### src/rtl/rtc_seq_pkg.sv
`default_nettype none
// ============================================================================
// Module      : rtc_seq_pkg
// Description : Shared state encoding, RTC register address table and
//               default dwell length for the RTC read sequencer.
// Revision    : 1.0 - initial release
// ============================================================================
package rtc_seq_pkg;

    typedef enum logic [1:0] {
        ST_IDLE = 2'd0,
        ST_RUN  = 2'd1,
        ST_DONE = 2'd2
    } seq_state_t;

    localparam int c_DWELL_DEFAULT = 74;
    localparam int c_TABLE_LEN     = 11;

    // Time/date registers first, then the three status registers.
    localparam logic [7:0] c_ADDR_TABLE [c_TABLE_LEN] = '{
        8'h21, 8'h22, 8'h23, 8'h24, 8'h25, 8'h26,
        8'h27, 8'h28, 8'h41, 8'h42, 8'h43
    };

endpackage
`default_nettype wire

### src/rtl/rtc_read_sequencer_if.sv
`default_nettype none
// ============================================================================
// Module      : rtc_read_sequencer_if
// Description : Control/status bundle between read arbitration (master) and
//               the RTC read sequencer (slave). skip_mask exists only when
//               RTC_SEQ_SKIP_MASK_EN is defined.
// Revision    : 1.0 - initial release
// ============================================================================
interface rtc_read_sequencer_if #(
    parameter int ADDR_W = 8,
    parameter int IDX_W  = 4
`ifdef RTC_SEQ_SKIP_MASK_EN
    ,
    parameter int NUM_ADDR = 11
`endif
);
    logic              enable;
    logic              mode;
    logic              start;
    logic              pause;
`ifdef RTC_SEQ_SKIP_MASK_EN
    logic [NUM_ADDR-1:0] skip_mask;
`endif
    logic [ADDR_W-1:0] address;
    logic              addr_valid;
    logic [IDX_W-1:0]  idx;
    logic              busy;
    logic              sweep_done;

    modport master (
`ifdef RTC_SEQ_SKIP_MASK_EN
        output skip_mask,
`endif
        output enable, mode, start, pause,
        input  address, addr_valid, idx, busy, sweep_done
    );

    modport slave (
`ifdef RTC_SEQ_SKIP_MASK_EN
        input  skip_mask,
`endif
        input  enable, mode, start, pause,
        output address, addr_valid, idx, busy, sweep_done
    );
endinterface
`default_nettype wire

### src/rtl/rtc_addr_rom.sv
`default_nettype none
// ============================================================================
// Module      : rtc_addr_rom
// Description : Combinational table-index to RTC register address lookup;
//               indices outside the table return 0.
// Revision    : 1.0 - initial release
// ============================================================================
module rtc_addr_rom
    import rtc_seq_pkg::*;
#(
    parameter int ADDR_W   = 8,
    parameter int NUM_ADDR = 11,
    parameter int IDX_W    = 4
) (
    input  wire logic [IDX_W-1:0]  i_idx,
    output logic      [ADDR_W-1:0] o_addr
);
    always_comb begin
        o_addr = '0;
        for (int k = 0; k < c_TABLE_LEN; k++) begin
            if (k < NUM_ADDR && int'(i_idx) == k) begin
                o_addr = ADDR_W'(c_ADDR_TABLE[k]);
            end
        end
    end
endmodule
`default_nettype wire

### src/rtl/rtc_read_sequencer.sv
`default_nettype none
// ============================================================================
// Module      : rtc_read_sequencer
// Description : Steps through the RTC register table, holding each address
//               for DWELL cycles, in continuous or single-sweep mode.
//               Optional slot skipping enabled by RTC_SEQ_SKIP_MASK_EN.
// Revision    : 1.0 - initial release
// ============================================================================
module rtc_read_sequencer
    import rtc_seq_pkg::*;
#(
    parameter int ADDR_W   = 8,
    parameter int NUM_ADDR = 11,
    parameter int IDX_W    = 4,
    parameter int DWELL    = c_DWELL_DEFAULT,
    parameter int CNT_W    = 12
) (
    input wire logic            clk,
    input wire logic            reset,
    rtc_read_sequencer_if.slave bus
);
    seq_state_t          r_state, w_state_nxt;
    logic [CNT_W-1:0]    r_cnt, w_cnt_nxt;
    logic [IDX_W-1:0]    r_idx, w_idx_nxt;
    logic                r_mode, w_mode_nxt;
    logic                r_addr_valid, w_valid_nxt;
    logic                r_busy;
    logic                r_sweep_done, w_done_nxt;
    logic [ADDR_W-1:0]   r_address;
    logic [ADDR_W-1:0]   w_rom_addr;
    logic [NUM_ADDR-1:0] w_mask;
    logic                w_first_found, w_next_found;
    logic [IDX_W-1:0]    w_first_idx, w_next_idx;
    logic                w_slot_end;

`ifdef RTC_SEQ_SKIP_MASK_EN
    assign w_mask = bus.skip_mask;
`else
    assign w_mask = '0;
`endif

    assign w_slot_end = (r_cnt == CNT_W'(DWELL - 1));

    // Lowest unmasked slot overall, and lowest unmasked slot after r_idx.
    always_comb begin
        w_first_found = 1'b0;
        w_first_idx   = '0;
        w_next_found  = 1'b0;
        w_next_idx    = '0;
        for (int i = NUM_ADDR - 1; i >= 0; i--) begin
            if (!w_mask[i]) begin
                w_first_found = 1'b1;
                w_first_idx   = IDX_W'(i);
                if (i > int'(r_idx)) begin
                    w_next_found = 1'b1;
                    w_next_idx   = IDX_W'(i);
                end
            end
        end
    end

    always_comb begin
        w_state_nxt = r_state;
        w_cnt_nxt   = r_cnt;
        w_idx_nxt   = r_idx;
        w_mode_nxt  = r_mode;
        w_valid_nxt = r_addr_valid;
        w_done_nxt  = 1'b0;
        case (r_state)
            ST_IDLE: begin
                w_cnt_nxt   = '0;
                w_idx_nxt   = '0;
                w_valid_nxt = 1'b0;
                if (bus.enable && (!bus.mode || bus.start)) begin
                    w_mode_nxt = bus.mode;
                    if (w_first_found) begin
                        w_state_nxt = ST_RUN;
                        w_idx_nxt   = w_first_idx;
                        w_valid_nxt = 1'b1;
                    end else if (bus.mode) begin
                        w_state_nxt = ST_DONE;
                        w_done_nxt  = 1'b1;
                    end else begin
                        w_state_nxt = ST_RUN;
                    end
                end
            end
            ST_RUN: begin
                if (!bus.pause) begin
                    if (w_slot_end) begin
                        w_cnt_nxt = '0;
                        if (r_addr_valid && w_next_found) begin
                            w_idx_nxt = w_next_idx;
                        end else if (!r_addr_valid) begin
                            // Everything was masked; resume once a slot reappears.
                            if (w_first_found) begin
                                w_idx_nxt   = w_first_idx;
                                w_valid_nxt = 1'b1;
                            end
                        end else if (r_mode) begin
                            w_state_nxt = ST_DONE;
                            w_idx_nxt   = '0;
                            w_valid_nxt = 1'b0;
                            w_done_nxt  = 1'b1;
                        end else if (w_first_found) begin
                            w_idx_nxt  = w_first_idx;
                            w_done_nxt = 1'b1;
                        end else begin
                            w_idx_nxt   = '0;
                            w_valid_nxt = 1'b0;
                        end
                    end else begin
                        w_cnt_nxt = r_cnt + CNT_W'(1);
                    end
                end
            end
            ST_DONE: begin
                w_state_nxt = ST_IDLE;
                w_cnt_nxt   = '0;
                w_idx_nxt   = '0;
                w_valid_nxt = 1'b0;
            end
            default: begin
                w_state_nxt = ST_IDLE;
                w_cnt_nxt   = '0;
                w_idx_nxt   = '0;
                w_valid_nxt = 1'b0;
            end
        endcase
        // Abort overrides everything, including a pending sweep_done.
        if (!bus.enable) begin
            w_state_nxt = ST_IDLE;
            w_cnt_nxt   = '0;
            w_idx_nxt   = '0;
            w_valid_nxt = 1'b0;
            w_done_nxt  = 1'b0;
        end
    end

    rtc_addr_rom #(
        .ADDR_W   (ADDR_W),
        .NUM_ADDR (NUM_ADDR),
        .IDX_W    (IDX_W)
    ) u_rom (
        .i_idx  (w_idx_nxt),
        .o_addr (w_rom_addr)
    );

    always_ff @(posedge clk) begin
        if (!reset) begin
            r_state      <= ST_IDLE;
            r_cnt        <= '0;
            r_idx        <= '0;
            r_mode       <= 1'b0;
            r_addr_valid <= 1'b0;
            r_busy       <= 1'b0;
            r_sweep_done <= 1'b0;
            r_address    <= '0;
        end else begin
            r_state      <= w_state_nxt;
            r_cnt        <= w_cnt_nxt;
            r_idx        <= w_idx_nxt;
            r_mode       <= w_mode_nxt;
            r_addr_valid <= w_valid_nxt;
            r_busy       <= (w_state_nxt == ST_RUN);
            r_sweep_done <= w_done_nxt;
            r_address    <= w_valid_nxt ? w_rom_addr : '0;
        end
    end

    assign bus.address    = r_address;
    assign bus.addr_valid = r_addr_valid;
    assign bus.idx        = r_idx;
    assign bus.busy       = r_busy;
    assign bus.sweep_done = r_sweep_done;

endmodule
`default_nettype wire
### src/flat_wrapper.sv
// flat-port wrapper written by rule: the top's interface ports become plain ports
module rtc_read_sequencer_flat import rtc_seq_pkg::*;
#(
    parameter int ADDR_W   = 8,
    parameter int NUM_ADDR = 11,
    parameter int IDX_W    = 4,
    parameter int DWELL    = c_DWELL_DEFAULT,
    parameter int CNT_W    = 12
)
  (clk, reset, bus_enable, bus_mode, bus_start, bus_pause, bus_address, bus_addr_valid, bus_idx, bus_busy, bus_sweep_done);
  rtc_read_sequencer_if #(.ADDR_W(ADDR_W), .IDX_W(IDX_W)) bus_i ();
  input wire logic clk;
  input wire logic reset;
  input wire logic [$bits(bus_i.enable)-1:0] bus_enable;
  input wire logic [$bits(bus_i.mode)-1:0] bus_mode;
  input wire logic [$bits(bus_i.start)-1:0] bus_start;
  input wire logic [$bits(bus_i.pause)-1:0] bus_pause;
  output wire logic [$bits(bus_i.address)-1:0] bus_address;
  output wire logic [$bits(bus_i.addr_valid)-1:0] bus_addr_valid;
  output wire logic [$bits(bus_i.idx)-1:0] bus_idx;
  output wire logic [$bits(bus_i.busy)-1:0] bus_busy;
  output wire logic [$bits(bus_i.sweep_done)-1:0] bus_sweep_done;
  assign bus_i.enable = bus_enable;
  assign bus_i.mode = bus_mode;
  assign bus_i.start = bus_start;
  assign bus_i.pause = bus_pause;
  assign bus_address = bus_i.address;
  assign bus_addr_valid = bus_i.addr_valid;
  assign bus_idx = bus_i.idx;
  assign bus_busy = bus_i.busy;
  assign bus_sweep_done = bus_i.sweep_done;
  rtc_read_sequencer #(.ADDR_W(ADDR_W), .NUM_ADDR(NUM_ADDR), .IDX_W(IDX_W), .DWELL(DWELL), .CNT_W(CNT_W)) u_core (.clk(clk), .reset(reset), .bus(bus_i));
endmodule
### config.mk
export PLATFORM = sky130hd
export DESIGN_NAME = rtc_read_sequencer_flat
export DESIGN_NICKNAME = d
export VERILOG_FILES = /design/src/rtl/rtc_seq_pkg.sv /design/src/rtl/rtc_read_sequencer_if.sv /design/src/rtl/rtc_addr_rom.sv /design/src/rtl/rtc_read_sequencer.sv /design/src/flat_wrapper.sv
export SDC_FILE = /design/constraint.sdc
export NUM_CORES = 1
export LEC_CHECK = 0
export CORE_ASPECT_RATIO = 1.25
export CORE_MARGIN = 3
export CORE_UTILIZATION = 50
export DETAILED_ROUTE_END_ITERATION = 7
export GPL_TIMING_DRIVEN = 0
export PLACE_DENSITY_LB_ADDON = 0.05
export SLEW_MARGIN = 25
export SYNTH_ARGS = -nofsm -noshare
export SYNTH_HDL_FRONTEND = slang
export SYNTH_SLANG_ARGS = --single-unit
### constraint.sdc
create_clock -name clk -period 5.8 [get_ports clk]
set_input_delay 0.87 -clock clk [delete_from_list [all_inputs] [get_ports clk]]
set_output_delay 0.87 -clock clk [all_outputs]
set_load 0.005 [all_outputs]
Word level (Yosys, flattened, before mapping)
Index checks and enable logic that the tools add are counted.
{"block": "word_totals", "inputBits": 6, "reg_bits": 30, "out_inout_bits": 15}
{"block": "classes", "bitwise_logic": 5, "addsub": 1, "magnitude_cmp": 10, "reduce_logical": 13, "eq_ne": 13, "n_mux": 54}
{"operator": "4-bit 2-to-1 mux", "n": 15}
{"operator": "7-bit 2-to-1 mux", "n": 7}
{"operator": "4-bit == test, second input constant", "n": 7}
{"operator": "6-bit 2-to-1 mux", "n": 4}
{"operator": "1-bit 2-to-1 mux", "n": 18}
{"operator": "3-bit by 4-bit greater-than comparator with 1-bit output, first input constant", "n": 4}
{"operator": "2-bit 2-to-1 mux", "n": 7}
{"operator": "12-bit by 1-bit adder with 12-bit output, second input constant", "n": 1}
{"operator": "12-bit by 7-bit == test with 1-bit output, second input constant", "n": 1}
{"operator": "4-bit greater-than comparator, first input constant", "n": 3}
{"operator": "12-bit 2-to-1 mux", "n": 1}
{"operator": "12-bit OR reduction", "n": 1}
{"operator": "6-bit OR reduction", "n": 2}
{"operator": "4-bit by 3-bit == test with 1-bit output, second input constant", "n": 2}
{"operator": "2-bit by 4-bit greater-than comparator with 1-bit output, first input constant", "n": 2}
{"operator": "1-bit NOT", "n": 5}
{"operator": "5-bit OR reduction", "n": 1}
{"operator": "2-bit by 1-bit == test with 1-bit output, second input constant", "n": 2}
{"operator": "4-bit by 2-bit == test with 1-bit output, second input constant", "n": 1}
{"operator": "1-bit by 4-bit greater-than comparator with 1-bit output, first input constant", "n": 1}
{"operator": "4-bit zero test", "n": 1}
{"operator": "2-bit one-hot mux with 2 select lines", "n": 1}
{"operator": "2-bit AND reduction", "n": 2}
{"operator": "3-bit AND reduction", "n": 1}
{"operator": "other kinds (5)", "n": 6}

Depth between registers and ports, before layout
Gate-level depths: netlist of run 1.
{"block": "logic_depth", "depth_word": 29, "depth_mapped": 8, "mapped_depth_nobuf": 8}

Cells and area by module
From an unflattened synthesis of run 1, not the netlist that was laid out.
{"block": "unflattened", "cells_unflattened": 164, "area_unflattened_um2": 1441.4}
{"mod": "rtc_read_sequencer", "area_per_inst_um2": 1360.1, "instances": 1, "cells_each": 151}
{"mod": "rtc_addr_rom", "area_per_inst_um2": 81.3, "instances": 1, "cells_each": 13}

Worst setup path before layout of run 1
Ideal clock, no wire load.
{"block": "synth_timing", "path_kind": "input-to-reg", "from": "in bus_pause", "to": "reg u_core.r_address[2] (netlist: u_core.bus.address[2])", "n_path_buf": 1, "slack_ps": 3125, "arrival_time_ps": 2575, "path_stages": 7, "setup_ps": 100, "required_time_ps": 5700, "cell_sequence": "buf_6 -> or4b_4 -> or3_4 -> o211a_1 -> inv_2 -> nand2_4 -> a2111oi_4"}
{"block": "synth_between", "elab_chain_cells": 10}
{"item": "from (decl)", "line": "flat_wrapper.sv:17", "source": "input wire logic [$bits(bus_i.pause)-1:0] bus_pause;"}
{"item": "4-bit 2-to-1 mux", "line": "rtc_read_sequencer.sv:89", "source": "if (!bus.pause) begin"}
{"item": "4-bit 2-to-1 mux"}
{"item": "4-bit 2-to-1 mux", "line": "rtc_read_sequencer.sv:131", "source": "if (!bus.enable) begin"}
{"item": "4-bit by 2-bit == test with 1-bit output", "line": "rtc_addr_rom.sv:21", "source": "if (k < NUM_ADDR && int'(i_idx) == k) begin"}
{"item": "6-bit 2-to-1 mux (3 in a row)", "line": "rtc_addr_rom.sv:21"}
{"item": "7-bit 2-to-1 mux (3 in a row)", "line": "rtc_addr_rom.sv:21"}
{"item": "to (signal assigned)", "line": "rtc_read_sequencer.sv:167", "source": "r_address <= w_valid_nxt ? w_rom_addr : '0;"}
{"item": "to (decl)", "line": "rtc_read_sequencer.sv:29", "source": "logic [ADDR_W-1:0] r_address;"}
Several ways; a longest one is shown, not always the timed one.
A chain may end at the register's enable or synchronous reset.

Final worst setup path of run 1
Same ends and word-level chain as after synthesis.

==> results of run 1 <==
-- cells by family after synthesis --
kind of cell,count (synthesis),share of synthesized area
flops,28,0.3982
other cells,1,0.002664
fa+ha+maj,2,0.01777
compound gates,25,0.1271
xor+xnor,11,0.06845
buf+inv,12,0.04266
simple gates,77,0.3289
mux,2,0.01422
-- critical path, cell delays in order --
cell	delay (ps)
sky130_fd_sc_hd__buf_6	110
sky130_fd_sc_hd__or4b_4	530
sky130_fd_sc_hd__or3_4	410
sky130_fd_sc_hd__o211a_1	300
sky130_fd_sc_hd__inv_2	90
sky130_fd_sc_hd__nand2_4	60
sky130_fd_sc_hd__a2111oi_4	300
-- state kept, by name, indices dropped and copies added (netlist names) --
| name | flops |
|---|---|
| u_core.bus.busy | 1 |
| u_core.r_cnt | 12 |
| u_core.bus.sweep_done | 1 |
| u_core.r_mode | 1 |
| u_core.bus.address | 6 |
| u_core.bus.idx | 4 |
| u_core.bus.addr_valid | 1 |
| u_core.r_state | 2 |
-- worst max-delay path by stage --
stage	to	slack, ps	start
6_report	u_core.bus.address[2]	3360	bus_pause
5_1_grt	u_core.bus.address[0]	3190	bus_pause
4_1_cts	u_core.bus.address[2]	3370	bus_pause
3_5_place_dp	u_core.bus.address[2]	3010	bus_pause
3_3_place_gp	u_core.bus.address[2]	3020	bus_pause
2_1_floorplan	u_core.bus.address[2]	3130	bus_pause
-- layer usage --
layer  vias to the layer above  track usage
met5                         -            0
met4                         0      0.07987
met3                         5      0.02494
met2                        31       0.3313
met1                       565       0.2039
li1                        600            -
-- power by group --
| part | total [W] | internal (W) | switching, W |
|---|---|---|---|
| Sequential | 0.000197 | 0.000195 | 0.00000194 |
| Clock | 0.000129 | 0.0000699 | 0.0000587 |
| Combinational | 0.0000199 | 0.0000104 | 0.00000951 |
-- cells in the mapped netlist, types with 3 or more instances --
library cell,instances,share of area
sky130_fd_sc_hd__a21oi_1,9,0.032
sky130_fd_sc_hd__and2_1,3,0.013
sky130_fd_sc_hd__and3_1,5,0.022
sky130_fd_sc_hd__clkbuf_1,5,0.013
sky130_fd_sc_hd__dfxtp_1,28,0.40
sky130_fd_sc_hd__inv_1,3,0.0080
sky130_fd_sc_hd__nand2_1,13,0.035
sky130_fd_sc_hd__nand3_1,8,0.028
sky130_fd_sc_hd__nand4b_1,3,0.019
sky130_fd_sc_hd__nor2_1,15,0.040
sky130_fd_sc_hd__nor3_1,5,0.018
sky130_fd_sc_hd__o21ai_0,7,0.025
sky130_fd_sc_hd__xor2_1,9,0.056
-- stage by stage --
step                worst slack [ps]  cell area, um^2    util  hold slack, ps  std cells
floorplan                       3125             1411       -           452.1        159
global placement                3018             1623  0.6358           491.9        209
detailed placement              3011             1623  0.6358           513.0        209
CTS                             3374             1675  0.6564           532.6        213
global route                    3187             1675  0.6564           544.8        213
finish                          3364             1675  0.6564           529.5        213
-- placed cells by master, fill, tap and decap left out, types with 2 or more instances in the layout --
cell type                         instances
sky130_fd_sc_hd__nand4b_1                 3
sky130_fd_sc_hd__and3_1                   5
sky130_fd_sc_hd__or3_1                    2
sky130_fd_sc_hd__nand2b_1                 2
sky130_fd_sc_hd__nand4_1                  2
sky130_fd_sc_hd__inv_1                    3
sky130_fd_sc_hd__nand3_1                  8
sky130_fd_sc_hd__o21ai_0                  7
sky130_fd_sc_hd__clkdlybuf4s50_1         17
sky130_fd_sc_hd__a21oi_1                  9
sky130_fd_sc_hd__xnor2_1                  2
sky130_fd_sc_hd__buf_4                    2
sky130_fd_sc_hd__nor2b_1                  2
sky130_fd_sc_hd__nor2_1                  15
sky130_fd_sc_hd__nand2_1                 13
sky130_fd_sc_hd__mux2i_1                  2
sky130_fd_sc_hd__and2_1                   3
sky130_fd_sc_hd__clkbuf_1                 5
sky130_fd_sc_hd__and4b_2                  2
sky130_fd_sc_hd__ha_1                     2
sky130_fd_sc_hd__dfxtp_1                 28
sky130_fd_sc_hd__nor3_1                   5
sky130_fd_sc_hd__xor2_1                   9
sky130_fd_sc_hd__o311ai_0                 2
sky130_fd_sc_hd__conb_1                   2
sky130_fd_sc_hd__clkbuf_4                 3
-- layout make-up --
cell class                 count  area [um^2]  area share
timing repair buffer          17        170.2      0.1016
clock inverter                 1        30.03     0.01792
sequential                    28        560.5      0.3346
clock buffer                   3        22.52     0.01344
buffer                         8        45.04     0.02689
tap                           33        41.29     0.02465
inverter                       4        15.01    0.008962
multi-input combinational    119        790.8      0.4720
==> impl_metrics.env, run 1 <==
export IMPL_detailedRoute_firstIterationViolations=37
export IMPL_hold_path_class="reg2reg"
export IMPL_cellLeakagePower_nw=0.5821
export IMPL_worstSkewPairLatency_ps=330
export IMPL_critPathLaunchType="input port"
export IMPL_placementRows=20
export IMPL_globalplace_congestion=0.8687
export IMPL_critical_path_endpoint_type="flop"
export IMPL_starting_density_of_the_core=0.5515
export IMPL_num_vias=1201
export IMPL_slew_viol_final=0
export IMPL_timing_clock_skew_ps=5.381
export IMPL_cellPowerDensity_nw_per_um2=206.1
export IMPL_timing_final_hold_violations=0
export IMPL_drive_above_1_share=0.1111
export IMPL_fin_crit_sh=0.4200
export IMPL_reg2reg_from="u_core.r_cnt[0]"
export IMPL_post_synth_inst_count=158
export IMPL_wl_um=2862
export IMPL_ys_warn_count=0
export IMPL_via_per_inst=5.638
export IMPL_post_cts_setup_buffer_count=0
export IMPL_final_fill_count=238
export IMPL_antenna_found_initial=0
export IMPL_run_status="completed"
export IMPL_cts_resized_gates=0
export IMPL_regToRegEndpoint="u_core.bus.address[1]"
export IMPL_netlist_area_um2=1408
export IMPL_cts_root_to_sink_buffers=2
export IMPL_worstMarginPinSlew_ps=498.0
export IMPL_post_synth_edffs=0
export IMPL_die_y_um=65.32
export IMPL_antenna_cells=0
export IMPL_p_total_w=0.0003453
export IMPL_clock_tree_htree_level_count=1
export IMPL_mean_post_synth_cell_area_um2=8.909
export IMPL_gr_usage_all_layers=0.1829
export IMPL_cts_hold_buffers=0
export IMPL_boundary_pins=21
export IMPL_portBuffers=17
export IMPL_drt_wirelength_per_cell_um=13.44
export IMPL_top_layer_used="met4"
export IMPL_min_period_ps=2436
export IMPL_critPathArrivalTime_ps=2680
export IMPL_setup_reg_to_reg_worst_slack_ps=3450
export IMPL_met1Wirelength_um=1127
export IMPL_ir_worst_vdd_mv=0.1142
export IMPL_overall_overflow_remaining_after_global_route=0
export IMPL_cts_sink_count=28
export IMPL_grt_start_max_net_pins=17
export IMPL_root_buffer="sky130_fd_sc_hd__clkbuf_4"
export IMPL_clk_pin_slew_ps=150
export IMPL_worstSetupPathType="in2reg"
export IMPL_cts_tree="built"
export IMPL_worst_hold_path_endpoint="u_core.r_state[1]"
export IMPL_synth_flop_cell="sky130_fd_sc_hd__dfxtp_1"
export IMPL_max_cap_viol_count=0
export IMPL_area_growth_syn_to_layout_pct=19.02
export IMPL_hpwl_um=2216
export IMPL_maxSlewHeadroom=0.6638
export IMPL_numCtsBuffers=3
export IMPL_seq_area_frac_synth=0.3982
export IMPL_met3WireLength_um=144
export IMPL_fp_dieArea_um2=3492
export IMPL_async_flop_share=0
export IMPL_grt_setup_unrepaired="no"
export IMPL_highest_achievable_clock_rate_mhz=410.5
export IMPL_finalSetupTns_ps=0
export IMPL_synth_cell_types=48
export IMPL_wire_length_of_the_first_global_routing_pass_um=4795
export IMPL_min_delay_path_depth=1
export IMPL_coreArea_um2=2552
export IMPL_drt_pass1_iterations=4
export IMPL_worst_hold_startpoint="u_core.r_mode"
export IMPL_finalSetupViolCount=0
export IMPL_postSynthRegisterBits=28
export IMPL_floorplan_die_width_um=53.46
export IMPL_design_final_nets=189
export IMPL_timing_critical_path_required_ps=6040
export IMPL_reg2reg_depth=6
export IMPL_detailroute_wirelength_met2_um=1549
export IMPL_crit_path_max_fanout=9
export IMPL_route_detailed_drc=0
export IMPL_number_of_global_route_vias_before_repair=1126
export IMPL_antenna_left=0
No activity file was read; power rests on OpenSTA's default activity.
==> run 2, diff against run 1 <==
- clock period: 5.8 -> 2.51 ns (I/O delays scaled with it)
==> results of run 2 <==
The final DEF is identical to that of run 1. Status: completed.
Main changes from that run: setup slack after placement 3011 ps -> 187.6 ps; setup slack after layout 3364 ps -> 163.2 ps; hold slack 529.5 ps -> 301.5 ps; start point of the critical path bus_pause -> u_core.r_cnt[0]; end point of the critical path u_core.bus.address[2] -> u_core.bus.address[1]; register-to-register setup slack 3450 ps -> 160 ps; end point of the worst hold path u_core.r_state[1] -> u_core.r_cnt[1]; total power 0.0003453 W -> 0.0007979 W; worst IR drop on VDD 0.1142 mV -> 0.2639 mV
==> run 3, diff against run 2 <==
- ABC_CLOCK_PERIOD_IN_PS: default -> 2510
- CTS_CLUSTER_DIAMETER: default -> 50
==> results of run 3 <==
The final DEF is identical to that of run 1. Status: completed.
Main changes from that run: setup slack after placement 3011 ps -> 187.6 ps; setup slack after layout 3364 ps -> 163.2 ps; hold slack 529.5 ps -> 301.5 ps; start point of the critical path bus_pause -> u_core.r_cnt[0]; end point of the critical path u_core.bus.address[2] -> u_core.bus.address[1]; register-to-register setup slack 3450 ps -> 160 ps; end point of the worst hold path u_core.r_state[1] -> u_core.r_cnt[1]; total power 0.0003453 W -> 0.0007979 W; worst IR drop on VDD 0.1142 mV -> 0.2639 mV
